<file path="src/rtl/isq_pkg.sv">
// Shared defaults, entry layout and width helpers for the issue queue.
package isq_pkg;

  localparam int unsigned ISQ_NUM_ENTRIES = 4;
  localparam int unsigned ISQ_TAG_W       = 6;
  localparam int unsigned ISQ_PAYLOAD_W   = 32;

  typedef struct packed {
    logic                     valid;
    logic [ISQ_PAYLOAD_W-1:0] payload;
    logic [ISQ_TAG_W-1:0]     src1_tag;
    logic [ISQ_TAG_W-1:0]     src2_tag;
    logic                     src1_rdy;
    logic                     src2_rdy;
  } isq_entry_t;

  function automatic int unsigned isq_idx_w(input int unsigned n);
    return (n > 1) ? $clog2(n) : 1;
  endfunction

  function automatic int unsigned isq_cnt_w(input int unsigned n);
    return $clog2(n) + 1;
  endfunction

endpackage

</file>
<file path="src/rtl/oldest_ready_select.sv">
// Age matrix (age_q[i][j]=1: entry i older than j) and oldest-eligible one-hot grant.
module oldest_ready_select
  import isq_pkg::*;
#(
  parameter int unsigned NUM_ENTRIES = ISQ_NUM_ENTRIES
) (
  input  logic                   clk,
  input  logic                   reset,
  input  logic [NUM_ENTRIES-1:0] valid,
  input  logic [NUM_ENTRIES-1:0] alloc_oh,
  input  logic [NUM_ENTRIES-1:0] free_oh,
  input  logic [NUM_ENTRIES-1:0] eligible,
  input  logic                   flush,
  output logic [NUM_ENTRIES-1:0] grant_oh
);

  logic [NUM_ENTRIES-1:0][NUM_ENTRIES-1:0] age_q, age_d;
  logic [NUM_ENTRIES-1:0]                  blocked;

  always_comb begin
    age_d = age_q;
    for (int unsigned n = 0; n < NUM_ENTRIES; n++) begin
      if (alloc_oh[n]) begin
        age_d[n] = '0;
        for (int unsigned j = 0; j < NUM_ENTRIES; j++) begin
          if (j != n) age_d[j][n] = valid[j];
        end
      end
    end
    // Frees are applied after allocs so a same-cycle issuer never keeps a
    // stale "older than" bit against the newly allocated entry.
    for (int unsigned n = 0; n < NUM_ENTRIES; n++) begin
      if (free_oh[n]) begin
        age_d[n] = '0;
        for (int unsigned j = 0; j < NUM_ENTRIES; j++) begin
          age_d[j][n] = 1'b0;
        end
      end
    end
    if (flush) age_d = '0;
  end

  always_ff @(posedge clk) begin
    if (reset) age_q <= '0;
    else       age_q <= age_d;
  end

  always_comb begin
    blocked  = '0;
    grant_oh = '0;
    for (int unsigned i = 0; i < NUM_ENTRIES; i++) begin
      for (int unsigned j = 0; j < NUM_ENTRIES; j++) begin
        if (eligible[j] && age_q[j][i]) blocked[i] = 1'b1;
      end
      grant_oh[i] = eligible[i] & ~blocked[i];
    end
  end

endmodule

</file>
<file path="src/rtl/issue_queue_ctrl.sv">
// Issue-queue control: dispatch into lowest free slot, tag wakeup, oldest-ready issue.
// Optional macro ISQ_WAKEUP_BYPASS_EN lets a same-cycle broadcast count as ready for selection.
module issue_queue_ctrl
  import isq_pkg::*;
#(
  parameter int unsigned NUM_ENTRIES = ISQ_NUM_ENTRIES,
  parameter int unsigned TAG_W       = ISQ_TAG_W,
  parameter int unsigned PAYLOAD_W   = ISQ_PAYLOAD_W
) (
  input  logic                         clk,
  input  logic                         reset,
  input  logic                         disp_valid,
  output logic                         disp_ready,
  input  logic [PAYLOAD_W-1:0]         disp_payload,
  input  logic [TAG_W-1:0]             disp_src1_tag,
  input  logic [TAG_W-1:0]             disp_src2_tag,
  input  logic                         disp_src1_rdy,
  input  logic                         disp_src2_rdy,
  input  logic                         wb_valid,
  input  logic [TAG_W-1:0]             wb_tag,
  output logic                         issue_valid,
  input  logic                         issue_ready,
  output logic [PAYLOAD_W-1:0]         issue_payload,
  output logic [$clog2(NUM_ENTRIES)-1:0] issue_idx,
  input  logic                         flush,
  output logic [$clog2(NUM_ENTRIES):0] occupancy
);

  localparam int unsigned IDX_W = isq_idx_w(NUM_ENTRIES);
  localparam int unsigned CNT_W = isq_cnt_w(NUM_ENTRIES);

  logic [NUM_ENTRIES-1:0] valid_q, valid_d;
  logic [NUM_ENTRIES-1:0] src1_rdy_q, src1_rdy_d;
  logic [NUM_ENTRIES-1:0] src2_rdy_q, src2_rdy_d;
  logic [PAYLOAD_W-1:0]   payload_q  [NUM_ENTRIES];
  logic [PAYLOAD_W-1:0]   payload_d  [NUM_ENTRIES];
  logic [TAG_W-1:0]       src1_tag_q [NUM_ENTRIES];
  logic [TAG_W-1:0]       src1_tag_d [NUM_ENTRIES];
  logic [TAG_W-1:0]       src2_tag_q [NUM_ENTRIES];
  logic [TAG_W-1:0]       src2_tag_d [NUM_ENTRIES];

  logic [CNT_W-1:0]       occ_cnt;
  logic                   queue_full;
  logic                   disp_fire;
  logic                   issue_fire;
  logic                   found_free;
  logic [NUM_ENTRIES-1:0] free_sel;
  logic [NUM_ENTRIES-1:0] alloc_oh;
  logic [NUM_ENTRIES-1:0] free_oh;
  logic [NUM_ENTRIES-1:0] wb_hit1, wb_hit2;
  logic [NUM_ENTRIES-1:0] eligible;
  logic [NUM_ENTRIES-1:0] grant_oh;
  logic [IDX_W-1:0]       sel_idx;
  logic [PAYLOAD_W-1:0]   sel_payload;
  logic                   disp_wb1, disp_wb2;

  always_comb begin
    occ_cnt = '0;
    for (int unsigned i = 0; i < NUM_ENTRIES; i++) begin
      occ_cnt = occ_cnt + CNT_W'(valid_q[i]);
    end
  end

  assign queue_full = (occ_cnt == CNT_W'(NUM_ENTRIES));
  assign disp_ready = ~reset & ~flush & ~queue_full;
  assign disp_fire  = disp_valid & disp_ready;
  assign occupancy  = reset ? '0 : occ_cnt;

  always_comb begin
    free_sel   = '0;
    found_free = 1'b0;
    for (int unsigned i = 0; i < NUM_ENTRIES; i++) begin
      if (!valid_q[i] && !found_free) begin
        free_sel[i] = 1'b1;
        found_free  = 1'b1;
      end
    end
  end

  assign alloc_oh = disp_fire ? free_sel : '0;

  always_comb begin
    wb_hit1 = '0;
    wb_hit2 = '0;
    for (int unsigned i = 0; i < NUM_ENTRIES; i++) begin
      wb_hit1[i] = wb_valid && (wb_tag == src1_tag_q[i]);
      wb_hit2[i] = wb_valid && (wb_tag == src2_tag_q[i]);
    end
  end

`ifdef ISQ_WAKEUP_BYPASS_EN
  assign eligible = valid_q & (src1_rdy_q | wb_hit1) & (src2_rdy_q | wb_hit2);
`else
  assign eligible = valid_q & src1_rdy_q & src2_rdy_q;
`endif

  oldest_ready_select #(
    .NUM_ENTRIES(NUM_ENTRIES)
  ) u_select (
    .clk      (clk),
    .reset    (reset),
    .valid    (valid_q),
    .alloc_oh (alloc_oh),
    .free_oh  (free_oh),
    .eligible (eligible),
    .flush    (flush),
    .grant_oh (grant_oh)
  );

  assign issue_valid = ~reset & ~flush & (|grant_oh);
  assign issue_fire  = issue_valid & issue_ready;
  assign free_oh     = issue_fire ? grant_oh : '0;

  always_comb begin
    sel_idx     = '0;
    sel_payload = '0;
    for (int unsigned i = 0; i < NUM_ENTRIES; i++) begin
      if (grant_oh[i]) begin
        sel_idx     = sel_idx | IDX_W'(i);
        sel_payload = sel_payload | payload_q[i];
      end
    end
  end

  assign issue_idx     = issue_valid ? sel_idx : '0;
  assign issue_payload = issue_valid ? sel_payload : '0;

  assign disp_wb1 = wb_valid && (wb_tag == disp_src1_tag);
  assign disp_wb2 = wb_valid && (wb_tag == disp_src2_tag);

  always_comb begin
    valid_d    = valid_q;
    src1_rdy_d = src1_rdy_q | (valid_q & wb_hit1);
    src2_rdy_d = src2_rdy_q | (valid_q & wb_hit2);
    payload_d  = payload_q;
    src1_tag_d = src1_tag_q;
    src2_tag_d = src2_tag_q;
    for (int unsigned i = 0; i < NUM_ENTRIES; i++) begin
      if (free_oh[i]) valid_d[i] = 1'b0;
      if (alloc_oh[i]) begin
        valid_d[i]    = 1'b1;
        payload_d[i]  = disp_payload;
        src1_tag_d[i] = disp_src1_tag;
        src2_tag_d[i] = disp_src2_tag;
        src1_rdy_d[i] = disp_src1_rdy | disp_wb1;
        src2_rdy_d[i] = disp_src2_rdy | disp_wb2;
      end
    end
    if (flush) valid_d = '0;
  end

  always_ff @(posedge clk) begin
    if (reset) valid_q <= '0;
    else       valid_q <= valid_d;
  end

  always_ff @(posedge clk) begin
    src1_rdy_q <= src1_rdy_d;
    src2_rdy_q <= src2_rdy_d;
    payload_q  <= payload_d;
    src1_tag_q <= src1_tag_d;
    src2_tag_q <= src2_tag_d;
  end

endmodule

</file>
<file path="config.mk">
export PLATFORM = sky130hd
export DESIGN_NAME = issue_queue_ctrl
export DESIGN_NICKNAME = d
export VERILOG_FILES = /design/src/rtl/isq_pkg.sv /design/src/rtl/oldest_ready_select.sv /design/src/rtl/issue_queue_ctrl.sv
export SDC_FILE = /design/constraint.sdc
export NUM_CORES = 1
export LEC_CHECK = 0
export BUFFER_PORTS_ARGS = -buffer_cell sky130_fd_sc_hd__buf_2
export CAP_MARGIN = 20
export CORE_ASPECT_RATIO = 0.8
export CORE_UTILIZATION = 40
export CTS_CLUSTER_DIAMETER = 100
export DETAILED_ROUTE_END_ITERATION = 10
export HOLD_SLACK_MARGIN = 0.12
export PLACE_DENSITY = 0.64
export SLEW_MARGIN = 5
export SYNTH_ARGS = -nofsm -noshare
export SYNTH_HDL_FRONTEND = slang
export SYNTH_SLANG_ARGS = --single-unit
export TNS_END_PERCENT = 50
</file>
<file path="constraint.sdc">
create_clock -name clk -period 6.2 [get_ports clk]
set_clock_uncertainty 0.05 [all_clocks]
set_input_delay 0.62 -clock clk [delete_from_list [all_inputs] [get_ports clk]]
set_output_delay 0.62 -clock clk [all_outputs]
set_load 0.02 [all_outputs]
</file>
==> results by stage, run 1 <==
Detailed routing:
- The first routing iteration left 350 violations.
- In the routed design, unresolved DRC markers number 0.
- The detailed router placed 4773 vias in this run.
- For this block, the routed nets add up to 17700 um of wire.
- In the final routed layout, each cell accounts on average for 19.9 um.
- After detailed routing, the number of vias per cell comes to 5.36.
- The number of iterations in the first detailed-routing pass is 5.
- Once detail routing completed, the nets flagged for antenna violations numbered 0.

Die:
- The core area is 19900 um2.
- The I/O pin count is 97.
- The initial core utilization is 41.1%.
- The die is 130 um tall.
- In this run the horizontal extent of the chip is 162 um.
- The overall die area is 21000 um2.
- Row generation in the floorplan step produced 46 rows.

Power:
- For this design the static power due to leakage is 3.09 nW.
- In this run the power density over the cells is 272 nW/um2.
- Across the VDD grid, the largest voltage drop is 0.196 mV.

Clock tree:
- The clock latency reported for the late side of the worst-skew pair is 0.43 ns.
- The buffers inserted during post-CTS setup optimization is 0.
- The number of levels the H-tree was split into is 4.
- The number of resized instances in the post-cts repair step is 0.
- The TritonCTS clock tree is built.
- The tree is rooted in a sky130_fd_sc_hd__clkbuf_16.
- In this run, CTS created clock tree buffers numbering 17.
- The maximum number of buffers from clock root to sink is 2.
- The number of buffers inserted by hold repair at cts is 0.
- The clock net sink count is 200.
- The clock-pin transition on the worst setup and hold timing paths is 0.07 ns.

STA:
- The number of slew-limit violations in the final report is 0.
- The number of hold violations in the final report is 0.
- The clock period minus final worst setup slack is 4.05 ns.
- The final setup violation count is 0.
- Setup repair after global routing left no endpoint under its margin.
- For the pin with the worst max-slew slack, the measured transition is 1.02 ns.
- The accumulated negative setup slack is 0 ns.
- The final critical path takes up 65.3% of the cycle.
- The fmax is 247 MHz.
- The worst-case headroom to the max-slew limit is 31.4%.

Run:
- The tool flagged a number of max-cap violations equal to 0.

Final layout:
- The final layout contains 677 nets.
- The post-layout utilization of the core is 47.2%.
- In the final layout, the share of cells above drive strength 1 is 27.5%.
- From synthesis to final layout, the design area changed by 14.9%.

Worst setup path:
- The worst register-to-register path has a setup slack of 2.57 ns.
- The category of the most critical setup path is flop to output port.
- STA puts the critical path data required time at 5.53 ns.
- The critical path goes through nand4_1, and4b_2, o41ai_4, buf_4, a21oi_1, buf_2.
- The startpoint kind of the worst setup timing path is a flop.
- For this run, the slowest stage of the critical path takes 0.83 ns.
- Along the worst path, the maximum fanout reaches 38.
- In this run the critical register-to-register path is launched from valid_q[3].
- The data arrival time of the worst path is 3.38 ns.
- The start point of the critical path is valid_q[2].
- Among all stages on the critical path, the largest delay is contributed by sky130_fd_sc_hd__o41ai_4.
- The critical path endpoint category is an output port.

Logic synthesis:
- The netlist area before placement is 8180 um2.
- The number of different library cells in the post-synthesis netlist is 51.
- By area the synthesized netlist is led by sky130_fd_sc_hd__edfxtp_1 65%, sky130_fd_sc_hd__xor2_1 6.2%, sky130_fd_sc_hd__dfxtp_1 5.9%, sky130_fd_sc_hd__a22oi_1 5.9%, sky130_fd_sc_hd__a21oi_2 3.1%.
- The total number of yosys warnings is 0.
- The number of enable flip-flop cells after synthesis is 176.
- The instance count of the mapped netlist is 524.
- The commonest cells after synthesis are 176 x sky130_fd_sc_hd__edfxtp_1, 64 x sky130_fd_sc_hd__a22oi_1, 58 x sky130_fd_sc_hd__xor2_1, 29 x sky130_fd_sc_hd__a21oi_2, 24 x sky130_fd_sc_hd__dfxtp_1.
- The share of synthesized flip-flops with an asynchronous set or reset is 0%.
- Synthesis produced a netlist with a net count of 587.
- After synthesis, the largest area contributor takes up 64.6% of total cell area.
- The average cell area after synthesis is 15.6 um2.
- Summing the sequential cell areas from Yosys gives 70.5% of the chip area.
- The register bit count reported by yosys is 200.
- The biggest area consumer among synthesized cells is sky130_fd_sc_hd__edfxtp_1.
- The dominant synthesized flop cell is sky130_fd_sc_hd__edfxtp_1.
- sky130_fd_sc_hd__edfxtp_1 is the most common cell in the netlist.

Global route:
- Global routing used 17.5% of the available tracks across all layers.
- The initial antenna violation count is 3.
- The via count of the first global-routing pass came to 4715.
- Entering global routing, the biggest net connects 45 pins.
- The global-route wire length before repair is 27300 um.
- For this run the aggregate overflow at the end of global routing stands at 0.

Outcome:
- The flow ran to the end, and the final reports show no timing, DRC or antenna violations.

Worst hold path:
- The path type of the worst min-delay path is input pin to flop.
- The worst min-delay path startpoint is disp_payload[15].

Placement:
- Detailed placement ended at an HPWL of 11400 um.
- The congestion estimate from routability-driven global placement came to 0.883.
- The count of buffers from port buffering is 96.
==> per-layer routing <==
metal	vias up	GRT usage (%)	share of wire, %
met2	154	27.9	47
met1	2350	23.2	45
li1	2241	-	-
met3	24	5.05	6.0
met4	4	5.49	1.2
met5	-	0	0.15
==> worst max-delay path: cells and delay by family (launching register included) <==
| family | cells | cell delay [ns] |
|---|---|---|
| AND/OR/NAND/NOR | 2 | 0.66 |
| flip-flops | 1 | 0.62 |
| buffers and inverters | 2 | 0.71 |
| AO/OA/AOI/OAI | 2 | 0.91 |
==> area by class of cell <==
class	count	area, um2
diodes	1	2.50
clock buffers	19	433
clock inverters	11	60.1
fillers	1779	10500
inverters	5	18.8
multi-input cells	286	2240
flip-flops and latches	200	5770
well taps	264	330
repair buffers	104	541
==> layout by cell type, fill, tap and decap left out, types with 2 or more instances in the layout <==
cell type,synthesis,routed
sky130_fd_sc_hd__a41oi_1,2,2
sky130_fd_sc_hd__a211oi_1,10,10
sky130_fd_sc_hd__inv_1,2,2
sky130_fd_sc_hd__mux2i_1,4,4
sky130_fd_sc_hd__nor3_1,10,10
sky130_fd_sc_hd__nor3b_1,3,3
sky130_fd_sc_hd__clkinvlp_4,0,3
sky130_fd_sc_hd__clkbuf_16,0,17
sky130_fd_sc_hd__nor4_1,13,12
sky130_fd_sc_hd__clkbuf_1,9,2
sky130_fd_sc_hd__xor2_1,58,58
sky130_fd_sc_hd__xnor2_1,2,2
sky130_fd_sc_hd__clkinv_2,0,2
sky130_fd_sc_hd__dfxtp_1,24,24
sky130_fd_sc_hd__nand4_1,9,9
sky130_fd_sc_hd__edfxtp_1,176,176
sky130_fd_sc_hd__buf_2,13,96
sky130_fd_sc_hd__nor4b_1,2,2
sky130_fd_sc_hd__and3_1,5,5
sky130_fd_sc_hd__nor2b_1,4,4
sky130_fd_sc_hd__buf_4,4,8
sky130_fd_sc_hd__clkinv_1,1,6
sky130_fd_sc_hd__nand3_1,4,4
sky130_fd_sc_hd__and4_1,3,3
sky130_fd_sc_hd__nand3_2,2,2
sky130_fd_sc_hd__nor2_1,11,11
sky130_fd_sc_hd__a21oi_2,29,29
sky130_fd_sc_hd__a22oi_1,64,64
sky130_fd_sc_hd__a21oi_1,14,14
sky130_fd_sc_hd__and4b_2,0,2
sky130_fd_sc_hd__o21a_1,4,4
sky130_fd_sc_hd__inv_2,2,2
sky130_fd_sc_hd__ha_1,4,4
sky130_fd_sc_hd__nand2_1,8,8
sky130_fd_sc_hd__or3b_1,2,2
==> per-stage QoR <==
stage | cells | setup slack [ns] | power, W | cell area (um2) | hold WS [ns]
final | 890 | 2.15 | 0.00256 | 9390 | 0.352
after global routing | 889 | 1.94 | 0.00263 | 9390 | 0.340
after CTS | 889 | 2.13 | 0.00258 | 9390 | 0.334
after detailed placement | 859 | 2.50 | 0.00164 | 8900 | 0.437
after global placement | 859 | 2.66 | 0.00163 | 8900 | 0.441
after floorplan | 524 | 1.68 | 0.00158 | 8190 | 0.411
==> worst paths after layout <==
check                      endpoint  cells after the start
setup reg to reg  u_select.age_q[4]                      8
setup / recovery   issue_payload[0]                      6
hold / removal        payload_q[79]                      1
hold reg to reg   u_select.age_q[7]                      2
==> registers in the layout, summed over array words and instances (netlist names) <==
signal / cells
u_select.age_q: 12
valid_q: 4
src2_tag_q: 24
src1_rdy_q: 4
src1_tag_q: 24
payload_q: 128
src2_rdy_q: 4
==> power by group <==
part	switching, W	total [W]	internal (W)
logic	0.0000715	0.000110	0.0000385
registers	0.0000152	0.00150	0.00148
clock network	0.000447	0.000947	0.000500
total	0.000534	0.00256	0.00202
==> logic make-up after synthesis <==
| family | share of synthesized area [%] |
|---|---|
| flops | 70.5 |
| compound gates | 12.7 |
| simple gates | 6.38 |
| xor+xnor | 6.43 |
| buf+inv | 2.49 |
| mux | 0.627 |
| fa+ha+maj | 0.857 |
(Power assumes the default switching activity.)
==> run 2: changes to the inputs <==
--- a/config.mk
+++ b/config.mk
@@ -5,6 +5,7 @@
 export SDC_FILE = /design/constraint.sdc
 export NUM_CORES = 1
 export LEC_CHECK = 0
+export ABC_AREA = 1
 export BUFFER_PORTS_ARGS = -buffer_cell sky130_fd_sc_hd__buf_2
 export CAP_MARGIN = 20
 export CORE_ASPECT_RATIO = 0.8
@@ -12,7 +13,7 @@
 export CTS_CLUSTER_DIAMETER = 100
 export DETAILED_ROUTE_END_ITERATION = 10
 export HOLD_SLACK_MARGIN = 0.12
-export PLACE_DENSITY = 0.64
+export PLACE_DENSITY = 0.61
 export SLEW_MARGIN = 5
 export SYNTH_ARGS = -nofsm -noshare
 export SYNTH_HDL_FRONTEND = slang
==> constraint.sdc (replaced) <==
create_clock -name clk -period 3.9 [get_ports clk]
set_clock_uncertainty 0.05 [all_clocks]
set_input_delay 0.39 -clock clk [delete_from_list [all_inputs] [get_ports clk]]
set_output_delay 0.39 -clock clk [all_outputs]
set_load 0.02 [all_outputs]
==> run 2 against run 1 <==
Clock power increased by 93%. Synthesized cell count increased by 45%. Clock-buffer cell count decreased by 1. Via count increased by 18%. Worst hold slack got worse by 0.22 ns. Largest power group unchanged. Die area increased by 3.0%.
==> results by stage, run 2 <==
Worst setup path:
- The largest fanout on the critical path is 30 (-21%).
- The data required time of the worst path is 3.98 ns (-1.55 ns).
- The data arrival time of the worst path is 3.28 ns (-0.10 ns).
- The launching point of the worst reg2reg path is valid_q[0].
- The critical path's slowest cell is sky130_fd_sc_hd__dfxtp_1.
- The critical path goes through fa_1, ha_1, ha_1, inv_1, a31oi_4, nand2_2, nor2_4, nand2_2, inv_2, buf_12.
- STA classifies the critical path startpoint as a flop.
- The worst setup path is captured at a flop.
- The start point of the critical path is valid_q[0].
- The biggest cell delay along the critical path was 0.56 ns (-0.27 ns).
- The critical path is of the flop to flop type.

Detailed routing:
- The average wire per cell in the routed design came to 16.3 um (-18%).
- The remaining routing DRC violations is 0 (unchanged).
- The remaining number of nets flagged by the antenna check after routing is 0 (unchanged).
- The total detailed-routing wirelength came to 18700 um (+5.6%).
- The DRC marker count from the first detailed-route iteration came to 390 (+11%).
- The number of iterations in the first detailed-routing pass is 5 (unchanged).
- The average via count per standard cell is 4.87 (-9.2%).
- The total number of vias is 5612 (+18%).

Run:
- The max capacitance violation total is 0 (unchanged).

Global route:
- The global router's overall resource usage is 18.4% (+0.89 points).
- The global-route wire length before repair is 29900 um (+9.6%).
- The largest net degree at the start of global routing is 36 (-20%).
- The initial antenna violation count is 0 (-3).
- The via count of the first global-routing pass was 5432 (+15%).
- The final global-route overflow total came to 0 (unchanged).

Clock tree:
- In this run the clock root is driven by a sky130_fd_sc_hd__clkbuf_16.
- The number of clock buffers inserted by TritonCTS was 17 (unchanged).
- TritonCTS built the clock tree.
- The maximum number of buffers from clock root to sink is 2 (unchanged).
- The clock latency reported for the late side of the worst-skew pair is 0.43 ns (about the same).
- The number of resized instances in the post-cts repair step was 0 (unchanged).
- The clock-pin transition on the worst setup and hold timing paths came to 0.07 ns (about the same).
- The number of levels the H-tree was split into is 4 (unchanged).
- The clock net sink count is 200 (unchanged).

Placement:
- The final weighted congestion in routability-driven placement was 0.898 (+1.6%).
- The half-perimeter wire length after detailed placement was 12600 um (+10%).
- The total cell area at the placement stage came to 9210 um2 (+3.4%).
- The count of buffers from port buffering is 96 (unchanged).

Final layout:
- The total inserted antenna cells is 0 (-1).
- The layout cell share with drive strength beyond 1 is 18.2% (-9.3 points).
- The largest registers in the layout are payload_q (128), src1_tag_q (24), src2_tag_q (24).
- From synthesis to final layout, the design area changed by 17.8%.
- The flip-flop count of the largest register after layout was 128 (unchanged).
- The register with the most flip-flops is payload_q.
- The net total in the final layout came to 933 (+38%).
- Leaving out fill and tap cells, the most frequent cell in the layout is sky130_fd_sc_hd__nand2_1.
- The library cells used most frequently in the layout, excluding fill and tap cells, are 233 x sky130_fd_sc_hd__nand2_1, 176 x sky130_fd_sc_hd__edfxtp_1, 96 x sky130_fd_sc_hd__buf_2.
- The summed area of non-filler cells in the final layout is 9930 um2 (+5.7%).
- The post-layout utilization of the core was 48.0% (+0.81 points).

Power:
- The combinational power share was 4.4% (about the same).
- The leakage component of the power was 3.60 nW (+17%).
- The power share of the sequential group is 53.9% (-4.7 points).
- The part of the total power dissipated in the clock network was 41.6% (+4.5 points).
- The internal power summed over all cells is 0.00345 W (+71%).
- The power per cell area is 443 nW/um2 (+63%).
- The power dissipated by switching net loads came to 0.000943 W (+77%).
- The switching share of power came to 21.5% (+0.57 points).
- The maximum ir drop on the vdd rail came to 0.362 mV (+84%).

Logic synthesis:
- The average cell area after synthesis is 11.1 um2 (-29%).
- The dominant synthesized flop cell is sky130_fd_sc_hd__edfxtp_1.
- The netlist area before placement came to 8430 um2 (+3.1%).
- Sorting the synthesized cells by how often they occur yields 233 x sky130_fd_sc_hd__nand2_1, 176 x sky130_fd_sc_hd__edfxtp_1, 71 x sky130_fd_sc_hd__inv_1, 57 x sky130_fd_sc_hd__nor2_1, 33 x sky130_fd_sc_hd__o21ai_0.
- The area share of the largest cell type after synthesis is 62.7% (-1.9 points).
- The net count after synthesis is 821 (+40%).
- The number of enable flip-flop cells after synthesis is 176 (unchanged).
- By area the synthesized netlist is led by sky130_fd_sc_hd__edfxtp_1 63%, sky130_fd_sc_hd__nand2_1 10%, sky130_fd_sc_hd__dfxtp_1 5.7%, sky130_fd_sc_hd__inv_1 3.2%, sky130_fd_sc_hd__nor2_1 2.5%.
- The number of different library cells in the post-synthesis netlist is 39 (-24%).
- The biggest area consumer among synthesized cells is sky130_fd_sc_hd__edfxtp_1.
- The share of synthesized flip-flops with an asynchronous set or reset is 0% (unchanged).
- The register bit count reported by yosys is 200 (unchanged).
- The total number of yosys warnings is 0 (unchanged).
- The instance count of the mapped netlist was 758 (+45%).
- The fraction of the yosys area taken by sequential cells came to 68.4% (-2.1 points).
- The most common cell in the synthesized netlist is sky130_fd_sc_hd__nand2_1.

Worst hold path:
- The path type of the worst min-delay path is input pin to flop.
- The worst hold path begins at disp_payload[19].

Die:
- The number of rows created at floorplan came to 47 (+2.2%).
- The I/O pin count is 97 (unchanged).
- The die width is 164 um (+1.5%).
- The initial core utilization is 40.7% (-0.34 points).
- The core area is 20700 um2 (+3.9%).
- The overall die area is 21700 um2 (+3.0%).
- The y dimension of the die was 132 um (+1.5%).

STA:
- The worst hold slack is 0.133 ns (-0.219 ns).
- The share of the clock period used by the worst path is 82.2%.
- The number of slew-limit violations in the final report came to 0 (unchanged).
- The worst-case headroom to the max-slew limit was 51.6% (+20 points).
- The clock period minus final worst setup slack is 3.21 ns.
- The accumulated negative setup slack is 0 ns (unchanged).
- Setup repair after global routing left no endpoint under its margin.
- Based on the critical path, the design can be clocked at up to 312 MHz.
- The slew of the pin with the lowest slew margin came to 0.724 ns (-0.300 ns).
- The number of hold violations in the final report is 0 (unchanged).
- The final setup violation count is 0 (unchanged).

Outcome:
- The flow ran to the end, and the final reports show no timing, DRC or antenna violations.
==> run 2: cell type report <==
| cell class | count | area, um2 |
|---|---|---|
| Inverter | 81 | 307 |
| Tap cell | 269 | 337 |
| Timing Repair Buffer | 117 | 703 |
| Fill cell | 1906 | 10800 |
| Clock buffer | 18 | 429 |
| Sequential cell | 200 | 5770 |
| Clock inverter | 14 | 188 |
| Multi-Input combinational cell | 453 | 2200 |
==> run 2: repair_timing <==
item	4_1_cts	5_1_grt
setup buffers	0	0
endpoints found under the hold margin	42	0
hold buffers	11	0
==> run 2: kinds of logic (layout without fill, tap and decap cells) <==
logic type | Yosys count | in the layout | synth area share [%]
flops | 200 | 200 | 68.4
fa+ha+maj | 5 | 5 | 0.831
buf+inv | 105 | 230 | 5.48
compound gates | 92 | 92 | 6.83
simple gates | 337 | 337 | 16.5
xor+xnor | 19 | 19 | 1.97
==> run 2: routing by layer <==
metal | up-vias | wire, um | track usage [%]
met5 | - | 0 | 0
met4 | 0 | 194 | 5.40
met3 | 13 | 1100 | 3.46
met2 | 187 | 8410 | 27.8
met1 | 2624 | 9020 | 26.8
li1 | 2788 | - | -
==> run 2: power by group through the flow <==
stage	clock network (W)	logic (W)	registers, W
2_1_floorplan	0	0.0000961	0.00242
3_5_place_dp	0	0.000185	0.00242
5_1_grt	0.00193	0.000218	0.00237
6_report	0.00183	0.000194	0.00237
3_3_place_gp	0	0.000183	0.00242
4_1_cts	0.00186	0.000195	0.00237
==> run 2: metrics by stage <==
step / setup WS [ns] / power, W / instances
global placement: 0.745 / 0.00260 / 1109
floorplan: 0.350 / 0.00251 / 758
finish: 0.692 / 0.00440 / 1152
detailed placement: 0.619 / 0.00260 / 1109
global route: 0.389 / 0.00452 / 1152
CTS: 0.620 / 0.00443 / 1152
==> run 2: final timing paths <==
check	end	slack, ns	depth (start not counted)
setup / recovery	src1_tag_q[11]	0.69	10
hold / removal	payload_q[51]	0.13	1
setup reg to reg	src1_tag_q[11]	0.69	10
hold reg to reg	u_select.age_q[11]	0.46	2
==> run 2: critical path, delay by kind of cell, from the launching register on <==
| kind | cells | cell delay [ns] |
|---|---|---|
| fa+ha+maj | 3 | 0.93 |
| buf+inv | 3 | 0.71 |
| flops | 1 | 0.56 |
| simple gates | 3 | 0.42 |
| compound gates | 1 | 0.20 |
